$ cat src/rtl/fpu_pkg.sv
// rtl/fpu_pkg.sv - shared FPU field constants, compare opcodes and NaN helpers
package fpu_pkg;

   localparam int SIGN_BIT = 31;
   localparam int EXP_MSB  = 30;
   localparam int EXP_LSB  = 23;
   localparam int MANT_W   = 23;

   typedef enum logic [1:0] {
      FCMP_FEQ = 2'b00,
      FCMP_FLT = 2'b01,
      FCMP_FLE = 2'b10,
      FCMP_RSV = 2'b11
   } fcmp_op_e;

   function automatic logic is_nan(input logic [31:0] x);
      return (&x[EXP_MSB:EXP_LSB]) && (x[MANT_W-1:0] != '0);
   endfunction

   // Signalling NaN has the quiet bit (top mantissa bit) clear.
   function automatic logic is_snan(input logic [31:0] x);
      return is_nan(x) && !x[MANT_W-1];
   endfunction

endpackage

$ cat src/rtl/fcmp_core.sv
// rtl/fcmp_core.sv - combinational single-precision FEQ/FLT/FLE evaluator
// Optional NaN handling enabled by FCMP_NAN_EN.
import fpu_pkg::*;

module fcmp_core (
   input  logic [1:0]  op,
   input  logic [31:0] x1,
   input  logic [31:0] x2,
   output logic        result,
   output logic        nv
);

   logic        sgn1, sgn2, both_zero, eq, lt, raw;
   logic [30:0] m1, m2;

   always_comb begin
      sgn1      = x1[SIGN_BIT];
      sgn2      = x2[SIGN_BIT];
      m1        = x1[EXP_MSB:0];
      m2        = x2[EXP_MSB:0];
      both_zero = (m1 == '0) && (m2 == '0);
      eq        = (x1 == x2) || both_zero;
      lt        = (!sgn1 && !sgn2 && (m1 < m2)) ||
                  (sgn1 && !sgn2 && !both_zero) ||
                  (sgn1 && sgn2 && (m1 > m2));
      case (fcmp_op_e'(op))
         FCMP_FEQ: raw = eq;
         FCMP_FLT: raw = lt;
         FCMP_FLE: raw = lt || eq;
         default:  raw = 1'b0;
      endcase
`ifdef FCMP_NAN_EN
      result = raw && !(is_nan(x1) || is_nan(x2));
      case (fcmp_op_e'(op))
         FCMP_FEQ: nv = is_snan(x1) || is_snan(x2);
         FCMP_FLT,
         FCMP_FLE: nv = is_nan(x1) || is_nan(x2);
         default:  nv = 1'b0;
      endcase
`else
      result = raw;
      nv     = 1'b0;
`endif
   end

endmodule

$ cat src/rtl/fcmp_pipe.sv
// rtl/fcmp_pipe.sv - two-stage valid/ready FPU compare pipe with flush
// NaN semantics selected by FCMP_NAN_EN (port list identical either way).
import fpu_pkg::*;

module fcmp_pipe #(
   parameter int TAG_W = 5
) (
   input  logic             clk,
   input  logic             rstn,
   input  logic             flush,
   input  logic             in_valid,
   output logic             in_ready,
   input  logic [1:0]       in_op,
   input  logic [31:0]      in_x1,
   input  logic [31:0]      in_x2,
   input  logic [TAG_W-1:0] in_tag,
   output logic             out_valid,
   input  logic             out_ready,
   output logic [31:0]      out_data,
   output logic [TAG_W-1:0] out_tag,
   output logic             out_nv
);

   logic             s1_valid_q, s1_valid_d;
   logic [1:0]       s1_op_q, s1_op_d;
   logic [31:0]      s1_x1_q, s1_x1_d, s1_x2_q, s1_x2_d;
   logic [TAG_W-1:0] s1_tag_q, s1_tag_d;
   logic             s2_valid_q, s2_valid_d;
   logic             s2_res_q, s2_res_d;
   logic             s2_nv_q, s2_nv_d;
   logic [TAG_W-1:0] s2_tag_q, s2_tag_d;
   logic             s1_adv, s2_adv, core_res, core_nv;

   fcmp_core u_core (
      .op     (s1_op_q),
      .x1     (s1_x1_q),
      .x2     (s1_x2_q),
      .result (core_res),
      .nv     (core_nv)
   );

   assign s2_adv   = !s2_valid_q || out_ready;
   assign s1_adv   = !s1_valid_q || s2_adv;
   assign in_ready = s1_adv;

   always_comb begin
      s1_valid_d = s1_valid_q;
      s1_op_d    = s1_op_q;
      s1_x1_d    = s1_x1_q;
      s1_x2_d    = s1_x2_q;
      s1_tag_d   = s1_tag_q;
      s2_valid_d = s2_valid_q;
      s2_res_d   = s2_res_q;
      s2_nv_d    = s2_nv_q;
      s2_tag_d   = s2_tag_q;
      if (s1_adv) begin
         s1_valid_d = in_valid;
         if (in_valid) begin
            s1_op_d  = in_op;
            s1_x1_d  = in_x1;
            s1_x2_d  = in_x2;
            s1_tag_d = in_tag;
         end
      end
      if (s2_adv) begin
         s2_valid_d = s1_valid_q;
         if (s1_valid_q) begin
            s2_res_d = core_res;
            s2_nv_d  = core_nv;
            s2_tag_d = s1_tag_q;
         end
      end
      // Flush wins over a same-cycle accept; payload may load but is never presented.
      if (flush) begin
         s1_valid_d = 1'b0;
         s2_valid_d = 1'b0;
      end
   end

   always_ff @(posedge clk) begin
      if (!rstn) begin
         s1_valid_q <= 1'b0;
         s1_op_q    <= '0;
         s1_x1_q    <= '0;
         s1_x2_q    <= '0;
         s1_tag_q   <= '0;
         s2_valid_q <= 1'b0;
         s2_res_q   <= 1'b0;
         s2_nv_q    <= 1'b0;
         s2_tag_q   <= '0;
      end else begin
         s1_valid_q <= s1_valid_d;
         s1_op_q    <= s1_op_d;
         s1_x1_q    <= s1_x1_d;
         s1_x2_q    <= s1_x2_d;
         s1_tag_q   <= s1_tag_d;
         s2_valid_q <= s2_valid_d;
         s2_res_q   <= s2_res_d;
         s2_nv_q    <= s2_nv_d;
         s2_tag_q   <= s2_tag_d;
      end
   end

   assign out_valid = s2_valid_q;
   assign out_data  = {31'b0, s2_res_q};
   assign out_tag   = s2_tag_q;
   assign out_nv    = s2_nv_q;

endmodule

$ cat config.mk
export PLATFORM = sky130hd
export DESIGN_NAME = fcmp_pipe
export DESIGN_NICKNAME = d
export VERILOG_FILES = /design/src/rtl/fpu_pkg.sv /design/src/rtl/fcmp_core.sv /design/src/rtl/fcmp_pipe.sv
export SDC_FILE = /design/constraint.sdc
export NUM_CORES = 1
export LEC_CHECK = 0
export CELL_PAD_IN_SITES_DETAIL_PLACEMENT = 0
export CELL_PAD_IN_SITES_GLOBAL_PLACEMENT = 2
export CORE_MARGIN = 10
export CORE_UTILIZATION = 26
export DETAILED_ROUTE_END_ITERATION = 7
export GPL_ROUTABILITY_DRIVEN = 0
export PLACE_DENSITY = 0.75
export SLEW_MARGIN = 25
export SYNTH_ARGS = -nofsm -noshare
export SYNTH_HDL_FRONTEND = slang
export SYNTH_HIERARCHICAL = 1
export SYNTH_SLANG_ARGS = --single-unit
$ cat constraint.sdc
create_clock -name clk -period 2.15 [get_ports clk]
set_input_delay 0.43 -clock clk [delete_from_list [all_inputs] [get_ports clk]]
set_output_delay 0.43 -clock clk [all_outputs]
set_load 0.1 [all_outputs]
### After elaboration in Yosys (flattened, before gate mapping)

Index checks and enable logic that the tools add are counted.

* order comparisons: 2
* equality and inequality tests: 3
* shift operators: 0
* muxes and demuxes: 1
* reduce and logical (&&, ||, !) cells: 24
* multiply operators: 0
* bitwise logic cells: 1
* divide/modulo/power cells: 0
* add/subtract/negate cells: 0

Operators by type and width (number)
* $logic_not A31 Y1: 2
* $eq A32 B32 Y1: 1
* $gt A31 B31 Y1: 1
* $lt A31 B31 Y1: 1
* $logic_and A1 B1 Y1: 7
* $logic_or A1 B1 Y1: 6
* $logic_not A1 Y1: 5
* $reduce_and A2 Y1: 2
* $pmux W1 S3: 1
* $eq A2 B1 Y1 const B: 1
* $eq A2 B2 Y1 const B: 1
* $logic_not A2 Y1: 1
* $reduce_or A2 Y1: 1
* $not A1 Y1: 1

* flip-flop bits (word level): 79
* bits in read-only memories: 0
* memory bits (writable): 0
* output and inout port bits: 40
* input port bits: 76
* memories kept: 0
* bits in latches: 0
* word-level logic and storage cells: 39

### Logic depth before layout (Yosys ltp)

Gate-level depths: netlist of run 1.

* depth after elaboration: 8
* gate-level depth with buffers: 10
* mapped depth without buffers: 10

### Cells and area by module

Netlist of run 1, hierarchy kept.

Modules (own cells, without submodules)
* fcmp_pipe: cells each 384, instances 1, sequential area each 1601.5 um^2, area each 3530.9 um^2
* fcmp_core: cells each 146, instances 1, sequential area each 0.0 um^2, area each 1039.7 um^2

### Worst setup path after synthesis of run 1

No wires, ideal clock.

* path kind: register to output
* start point: reg s2_valid_q, in the netlist out_valid
* end point: out in_ready
* buffers on the path: 1
* required time: 1720 ps
* cell stages (with the launch flop): 4
* data arrival time: 1906 ps
* slack: -186 ps
* cell sequence: dfxtp_1 > nor2b_4 > buf_6 > nand2_1

* cells in the longest elaborated chain, start to end: 3

RTL lines
* from (decl): line fcmp_pipe.sv:28 `logic s2_valid_q, s2_valid_d;`
* from (signal assigned): line fcmp_pipe.sv:97 `s2_valid_q <= s2_valid_d;`
* $logic_not A1 Y1: line fcmp_pipe.sv:42 `assign s2_adv = !s2_valid_q || out_ready;`
* $logic_or A1 B1 Y1: line fcmp_pipe.sv:42
* $logic_or A1 B1 Y1: line fcmp_pipe.sv:43 `assign s1_adv = !s1_valid_q || s2_adv;`
* to (decl): line fcmp_pipe.sv:12 `output logic in_ready,`

Every way passes these cells.

### Worst setup path after layout of run 1

* start point: reg s1_x2_q[4]
* end point: reg s2_res_q

* cells in the longest elaborated chain, start to end: 8
* elaborated cells between the ends (all ways): 14
* those cells by class: order compare: 2; eq/ne: 1; mux: 1; reduce/logical: 10

RTL lines
* from (decl): line fcmp_pipe.sv:26 `logic [31:0] s1_x1_q, s1_x1_d, s1_x2_q, s1_x2_d;`
* from (signal assigned): line fcmp_pipe.sv:85 `s1_x2_q <= '0;`
* from (signal assigned): line fcmp_pipe.sv:95 `s1_x2_q <= s1_x2_d;`
* parallel branches: the longest is 7 deep, another holds $lt A31 B31 Y1
* $pmux W1 S3 (*): line fcmp_core.sv:26 `case (fcmp_op_e'(op))`
* via core_res: line fcmp_pipe.sv:32 `logic s1_adv, s2_adv, core_res, core_nv;`
* to (signal assigned): line fcmp_pipe.sv:98 `s2_res_q <= s2_res_d;`
* to (decl): line fcmp_pipe.sv:29 `logic s2_res_q, s2_res_d;`

Mark *: on every way through the listed nets, which the timed path passes.
A chain may end at the register's enable or synchronous reset.

==> metrics.log, run 1 <==
INFO  metric run_status = finished with violations
INFO  metric failed_checks = negative setup slack
INFO  metric edff_count_synth = 0
INFO  metric crit_path_class = reg -> reg
INFO  metric finalSetupViolCount = 1
INFO  metric synthCells = 530
INFO  metric cp.required = 2.43 ns
INFO  metric layout.cells.non_filler = 895
INFO  metric route.antenna.remaining_nets = 0
INFO  metric holdPathEnd = s1_tag_q[4]
INFO  metric crit_path_top_delay_cell = sky130_fd_sc_hd__or4b_4
INFO  metric grt_max_degree = 43
INFO  metric tritoncts = yes
INFO  metric placed_cells_incl_taps = 876
INFO  metric layout.nets = 776
INFO  metric syn-mean-instance-area = 8.62 sq um
INFO  metric finClkSkew = 0.00656 ns
INFO  metric critical_path_arrival = 2.57 ns
INFO  metric wire_length_of_the_first_global_routing_pass = 21,000 microns
INFO  metric clk-insertion-delay-late = between 0.3 and 0.4 ns
INFO  metric timing.rr.end = s2_res_q
INFO  metric yosysSeqAreaShare = a little over a third
INFO  metric cts.sinks = 80
INFO  metric synthFlopType = sky130_fd_sc_hd__dfxtp_1
INFO  metric crit-reg2reg-launch = s1_x2_q[4]
INFO  metric timing_max_transition_violations_final = 0
INFO  metric netlist_area = 0.00457 sq mm
INFO  metric synth_most_common_cell = sky130_fd_sc_hd__nand2_1
INFO  metric hp-start = s1_tag_q[4]
INFO  metric core-area = 0.0172 sq mm
INFO  metric tightest_hold_check_type = reg -> reg
INFO  metric drt-pass1-iter-count = 4
INFO  metric place_ws = -0.416 ns
INFO  metric p_per_area = 652 mW/mm^2
INFO  metric place.detailed.hpwl = 10,200 microns
INFO  metric timing.reg2reg.worst_path_depth = 10
INFO  metric timing_hold_violations_final = 0
INFO  metric max-vdd-ir-drop = 355 uV
INFO  metric initial_core_util = 26.5%
INFO  metric routed_wirelength = around 13,000 microns
INFO  metric critPathCaptureType = flop
INFO  metric post_drt_wl_per_cell = 14.4 microns
INFO  metric reg_to_reg_setup_timing_slack = -0.14 ns
INFO  metric die_w = 153 microns
INFO  metric port_buffers = 84
INFO  metric min_period = ~2.3 ns
INFO  metric detail_route.vias_per_cell = 4.22
INFO  metric grt_setup_unrepaired = yes
INFO  metric pin_count = ~120
INFO  metric timing.critical_path.fanout_max = 3
INFO  metric synth_top_cell_area_share = 35.0%
INFO  metric final_core_utilization = 37.4%
INFO  metric initialDrtViolationCount = 182
INFO  metric first_global_vias = 4,085
INFO  metric yosys-top-cells-area = sky130_fd_sc_hd__dfxtp_1 35%, sky130_fd_sc_hd__mux2i_1 16%, sky130_fd_sc_hd__nand2_1 12%, sky130_fd_sc_hd__ha_1 9.3%, sky130_fd_sc_hd__buf_4 5.7%
INFO  metric cts.path.max_buffers = 2
INFO  metric ys_async_sr_fraction = 0%
INFO  metric ctsRootBufferMaster = sky130_fd_sc_hd__clkbuf_16
INFO  metric clk_transition_reported_paths = 0.06 ns
INFO  metric route.detailed.drc = 0
INFO  metric yosys_warnings = 6
INFO  metric max_cap_violations = 0
INFO  metric synthDistinctLibCells = 38
INFO  metric cp_slowest_stage_delay = 0.49 ns
INFO  metric antenna_cells = 0
INFO  metric final_min_period_over_clock_period = 106%
INFO  metric setup_slack = -0.140 ns
INFO  metric chipHeight = 153 microns
INFO  metric rows = 48
INFO  metric number_of_cells_on_the_worst_hold_path = 2
INFO  metric timing.critical_path.from_type = flop
INFO  metric leakage = about 2.8 nW
INFO  metric antenna_found_initial = 0
INFO  metric cts-buffers-inserted = 9
INFO  metric timing.fmax = 437 MHz
INFO  metric design.die.area = approximately 0.023 sq mm
INFO  metric synth_seq_cells = 80
INFO  metric synthDominantAreaCellType = sky130_fd_sc_hd__dfxtp_1
INFO  metric areaGrowthSynthToFinish = 40.9%
INFO  metric ctsHtreeMaxLevel = 3
INFO  metric detailroute.via_count = 3,779
INFO  metric overflow = 0
INFO  metric crit_chain = inv_1 -> ha_4 -> a211oi_2 -> nor2_1 -> o31ai_2 -> a21boi_2 -> or4b_4 -> a311oi_2 -> nand3_1 -> a21boi_1
INFO  metric grt_usage = 11.0%
INFO  metric synth_common_cells = 148 x sky130_fd_sc_hd__nand2_1, 80 x sky130_fd_sc_hd__dfxtp_1, 71 x sky130_fd_sc_hd__mux2i_1, 35 x sky130_fd_sc_hd__buf_4, 35 x sky130_fd_sc_hd__inv_1
INFO  metric drive_gt1_share = 23.0%
cells in the final DEF (no fill, tap or decap), types with 3 or more instances in the layout:
master                              n
sky130_fd_sc_hd__nand2b_1           3
sky130_fd_sc_hd__ha_4               9
sky130_fd_sc_hd__conb_1            32
sky130_fd_sc_hd__clkbuf_16          9
sky130_fd_sc_hd__a21oi_2            7
sky130_fd_sc_hd__a21boi_1           7
sky130_fd_sc_hd__nand2_1          147
sky130_fd_sc_hd__dfxtp_1           63
sky130_fd_sc_hd__mux2i_1           71
sky130_fd_sc_hd__nand3_1           10
sky130_fd_sc_hd__buf_12             7
sky130_fd_sc_hd__ha_1              25
sky130_fd_sc_hd__clkdlybuf4s50_1   74
sky130_fd_sc_hd__nor4_1            11
sky130_fd_sc_hd__nor4_2             5
sky130_fd_sc_hd__nand4_1           10
sky130_fd_sc_hd__clkinv_2           4
sky130_fd_sc_hd__a21oi_1            9
sky130_fd_sc_hd__inv_2              5
sky130_fd_sc_hd__inv_1             30
sky130_fd_sc_hd__buf_4             74
sky130_fd_sc_hd__dfxtp_2           16
sky130_fd_sc_hd__o21ai_0            8
sky130_fd_sc_hd__nor2_1             4
cells by family (layout without fill, tap and decap cells):
| kind of cell | Yosys count | after routing | synth area share [%] |
|---|---|---|---|
| AO/OA/AOI/OAI | 45 | 45 | 6.82 |
| buffers and inverters | 96 | 206 | 13.8 |
| AND/OR/NAND/NOR | 202 | 202 | 19.3 |
| multiplexers | 71 | 71 | 15.5 |
| flip-flops | 80 | 80 | 35.0 |
| adder cells (fa/ha/maj) | 34 | 34 | 9.31 |
| other | 2 | 32 | 0.164 |
stage by stage:
step	hold WS [ns]	power, mW	area [sq um]	TNS, ns
after floorplan	0.435	2.38	4760	-0.00232
after global placement	0.447	2.70	5950	-0.378
after detailed placement	0.454	2.71	5950	-0.416
after CTS	0.464	4.20	6300	-0.251
after global routing	0.473	4.43	6440	-0.273
final	0.461	4.20	6440	-0.140
how the worst max path moves through the flow:
stage | from | end | slack, ns
floorplan | s1_x2_q[24] | s2_res_q | -0.002
finish | s1_x2_q[4] | s2_res_q | -0.14
detailed placement | s1_x2_q[12] | s2_res_q | -0.42
CTS | s1_x2_q[8] | s2_res_q | -0.25
global route | s1_x2_q[15] | s2_res_q | -0.27
global placement | s1_x2_q[12] | s2_res_q | -0.38
report_power, final:
group / internal, mW / switching (mW)
Clock: 0.830 / 0.612
Combinational: 0.484 / 0.628
Sequential: 1.57 / 0.0670
area by class of cell:
class	count	area [sq um]
Sequential cell	80	1630
Tap cell	225	282
Inverter	35	131
Timing Repair Buffer	156	1450
Fill cell	1768	10800
Multi-Input combinational cell	384	2680
Clock buffer	11	253
Clock inverter	4	20.0
registers in the layout (all words and copies together), names as in the netlist:
signal / count
out_nv: 1
out_tag: 5
out_valid: 1
s1_op_q: 2
s1_tag_q: 5
s1_valid_q: 1
s1_x1_q: 32
s1_x2_q: 32
s2_res_q: 1
critical path: cells and delay by family, from the launching register on:
kind / cells / cell delay [ns]
buf+inv: 1 / 0.09
compound gates: 5 / 0.88
fa+ha+maj: 1 / 0.22
simple gates: 3 / 0.66
flops: 1 / 0.37
repair_timing:
| item | CTS | global route |
|---|---|---|
| setup buffers | 2 | 2 |
| hold buffers | 0 | 0 |
| pin swaps | 9 | 14 |
| gates resized for setup | 18 | 30 |
| setup endpoints to repair | 1 | 1 |
routing by layer:
layer / global-route usage (%) / part of all wire (%) / vias up
li1: - / - / 1975
met1: 13.5 / 46 / 1723
met2: 18.5 / 49 / 70
met3: 2.23 / 3.6 / 11
met4: 4.41 / 1.5 / 0
met5: 0 / 0 / -
Note: power is estimated with default switching activity, not from simulation.
==> inputs of run 2 (changes only) <==
Settings changed: PLACE_DENSITY 0.75 to unset, PLACE_DENSITY_LB_ADDON set to 0.1, RECOVER_POWER set to 50.
==> run 2 against run 1 <==
Largest power group unchanged. Clock skew about the same. The run still ends with negative setup slack left. Flip-flop and latch count stayed put. Maximum frequency fell by 1.2%. Critical path depth stayed put. Non-clock buffer count shrank 1. Utilization grew 0.14 points. First-iteration DRC count down 45%. Highest routed layer unchanged. Sequential share of layout area about the same. Combinational power barely moved. Via count fell by 0.24%. Worst setup slack got worse by 0.029 ns.
==> metrics.log, run 2 (same netlist as run 1, synthesis figures left out) <==
INFO  metric run_status = finished with violations
INFO  metric failed_checks = negative setup slack
INFO  metric timing.fmax = 431 MHz (-1.2%)
INFO  metric timing.critical_path.fanout_max = 3 (unchanged)
INFO  metric cts.path.max_buffers = 2 (unchanged)
INFO  metric timing.reg2reg.worst_path_depth = 10 (unchanged)
INFO  metric initial_core_util = 26.5% (unchanged)
INFO  metric chipHeight = 153 microns (unchanged)
INFO  metric ctsRootBufferMaster = sky130_fd_sc_hd__clkbuf_16
INFO  metric areaGrowthSynthToFinish = 41.4%
INFO  metric critical_path_cell_count = 10 (unchanged)
INFO  metric initialDrtViolationCount = 101 (-45%)
INFO  metric finClkSkew = 0.00614 ns (-0.000413 ns)
INFO  metric first_global_vias = 4,093 (+0.20%)
INFO  metric timing.critical_path.from_type = flop
INFO  metric place_ws = -0.406 ns (+0.0101 ns)
INFO  metric slew_headroom = 53.2%
INFO  metric ctsHtreeMaxLevel = 3 (unchanged)
INFO  metric setup_total_negative_slack = -0.168 ns (-0.0286 ns)
INFO  metric layout.nets = 775 (-0.13%)
INFO  metric setup_slack = -0.168 ns (-0.0286 ns)
INFO  metric tightest_hold_check_type = reg -> reg
INFO  metric cts.sinks = 80 (unchanged)
INFO  metric drt-pass1-iter-count = 4 (unchanged)
INFO  metric critical_path_arrival = 2.59 ns (+0.02 ns)
INFO  metric timing_max_transition_violations_final = 0 (unchanged)
INFO  metric layout_top_registers = s1_x1_q x32, s1_x2_q x32
INFO  metric cp_slowest_stage_delay = 0.52 ns (+0.03 ns)
INFO  metric wire_length_of_the_first_global_routing_pass = 21,600 microns (+2.8%)
INFO  metric leading_cell_types_in_the_layout_fill_and_taps_excluded = 147 x sky130_fd_sc_hd__nand2_1, 73 x sky130_fd_sc_hd__clkdlybuf4s50_1, 71 x sky130_fd_sc_hd__mux2i_1
INFO  metric crit_chain = inv_1 -> ha_1 -> nand4_1 -> nor4_2 -> buf_4 -> a21boi_2 -> or4b_4 -> a311oi_2 -> nand3_1 -> a21boi_1
INFO  metric crit_path_class = reg -> reg
INFO  metric final_min_period_over_clock_period = 108% (+1.3 points)
INFO  metric max-vdd-ir-drop = 348 uV (-1.8%)
INFO  metric worst_slew_pin_slew = 0.702 ns
INFO  metric design.die.area = 0.0233 sq mm (unchanged)
INFO  metric min_period = 2.32 ns (+0.0286 ns)
INFO  metric core-area = 0.0172 sq mm (unchanged)
INFO  metric grt_setup_unrepaired = yes
INFO  metric port_buffers = 84 (unchanged)
INFO  metric leakage = 2.82 nW (-0.22%)
INFO  metric number_of_hold_repair_buffers_added_at_the_cts_stage = 0 (unchanged)
INFO  metric pin_count = 116 (unchanged)
INFO  metric path_delay_family = simple AND/OR/NAND/NOR gates
INFO  metric place.detailed.hpwl = 10,000 microns (-1.7%)
INFO  metric tritoncts = yes
INFO  metric critPathCaptureType = flop
INFO  metric route.detailed.drc = 0 (unchanged)
INFO  metric finalSetupViolCount = 1 (unchanged)
INFO  metric route.antenna.remaining_nets = 0 (unchanged)
INFO  metric p_per_area = 678 mW/mm^2 (+4.0%)
INFO  metric mostFrequentLayoutCell = sky130_fd_sc_hd__nand2_1
INFO  metric cts-buffers-inserted = 9 (unchanged)
INFO  metric final.hold.worst_slack = 0.464 ns (+0.00352 ns)
INFO  metric path_buf_inv = 2 (+1)
INFO  metric max_cap_violations = 0 (unchanged)
INFO  metric final_core_utilization = 37.5% (+0.14 points)
INFO  metric antenna_cells = 0 (unchanged)
INFO  metric routed_wirelength = 13,100 microns (+1.9%)
INFO  metric clk_transition_reported_paths = 0.06 ns (about the same)
INFO  metric cp.required = 2.42 ns (about the same)
INFO  metric post_drt_wl_per_cell = 14.7 microns (+2.1%)
INFO  metric detail_route.vias_per_cell = 4.22 (-0.13%)
INFO  metric rows = 48 (unchanged)
INFO  metric crit_path_top_delay_cell = sky130_fd_sc_hd__or4b_4
INFO  metric clk-insertion-delay-late = 0.34 ns (about the same)
INFO  metric grt_usage = 11.3% (+0.27 points)
INFO  metric grt_max_degree = 56 (+30%)
INFO  metric total_power = 4.38 mW (+4.4%)
INFO  metric drive_gt1_share = 23.9% (+0.93 points)
INFO  metric detailroute.via_count = 3,770 (-0.24%)
INFO  metric antenna_found_initial = 0 (unchanged)
INFO  metric number_of_cells_on_the_worst_hold_path = 2 (unchanged)
INFO  metric overflow = 0 (unchanged)
INFO  metric die_w = 153 microns (unchanged)
INFO  metric timing_hold_violations_final = 0 (unchanged)
run 2: cell types whose count changed in the layout (fill, tap and decap cells not counted), sizes merged:
| cell | delta |
|---|---|
| buf | -11 |
| bufinv | +1 |
| dlygate4sd3 | +1 |
| clkinv | -2 |
| clkbuf | +11 |
| clkdlybuf4s50 | -1 |
run 2: cell type report:
class	count	area (sq um)
Inverter	35	131
Clock buffer	12	267
Timing Repair Buffer	155	1380
Fill cell	1822	10800
Clock inverter	3	40.0
Multi-Input combinational cell	384	2730
Tap cell	225	282
Sequential cell	80	1630
run 2: path summary, 6_finish.rpt:
path                       to  slack (ns)   startpoint
hold reg to reg   s1_tag_q[4]        0.46  s1_tag_q[4]
setup / recovery     s2_res_q       -0.17  s1_x2_q[22]
hold / removal    s1_tag_q[4]        0.46  s1_tag_q[4]
setup reg to reg     s2_res_q       -0.17  s1_x2_q[22]
run 2: per-layer routing:
layer	global-route usage [%]	wire [microns]	part of all wire [%]	vias up
met4	3.81	165	1.3	0
met2	18.4	6140	47	71
met5	0	0	0	-
li1	-	-	-	1980
met3	2.96	585	4.5	13
met1	14.1	6210	47	1706
run 2: per-stage QoR:
stage,std cells,instance area (sq um)
after floorplan,560,4760
after global placement,875,5920
after detailed placement,875,5920
after CTS,893,6370
after global routing,894,6460
final,894,6460
run 2: tightest hold or removal path, cell delays in order (launching register included):
cell	delay (ns)
sky130_fd_sc_hd__dfxtp_1	0.31
sky130_fd_sc_hd__nand2_1	0.05
sky130_fd_sc_hd__mux2i_1	0.05
run 2: timing repair:
action	4_1_cts	5_1_grt
pin swaps	11	15
setup buffers	3	1
gates resized for setup	27	32
setup endpoints to repair	1	1
run 2: power breakdown:
group	internal, mW	leakage, nW	switching, mW
combinational	0.498	2.00	0.635
clock	0.984	0.154	0.617
sequential	1.58	0.667	0.0695
==> inputs of run 3 (changes only) <==
Settings changed: HOLD_SLACK_MARGIN set to 0.03.
==> results of run 3 <==
Same layout as run 2: the final DEF is identical, and so are final timing and power.
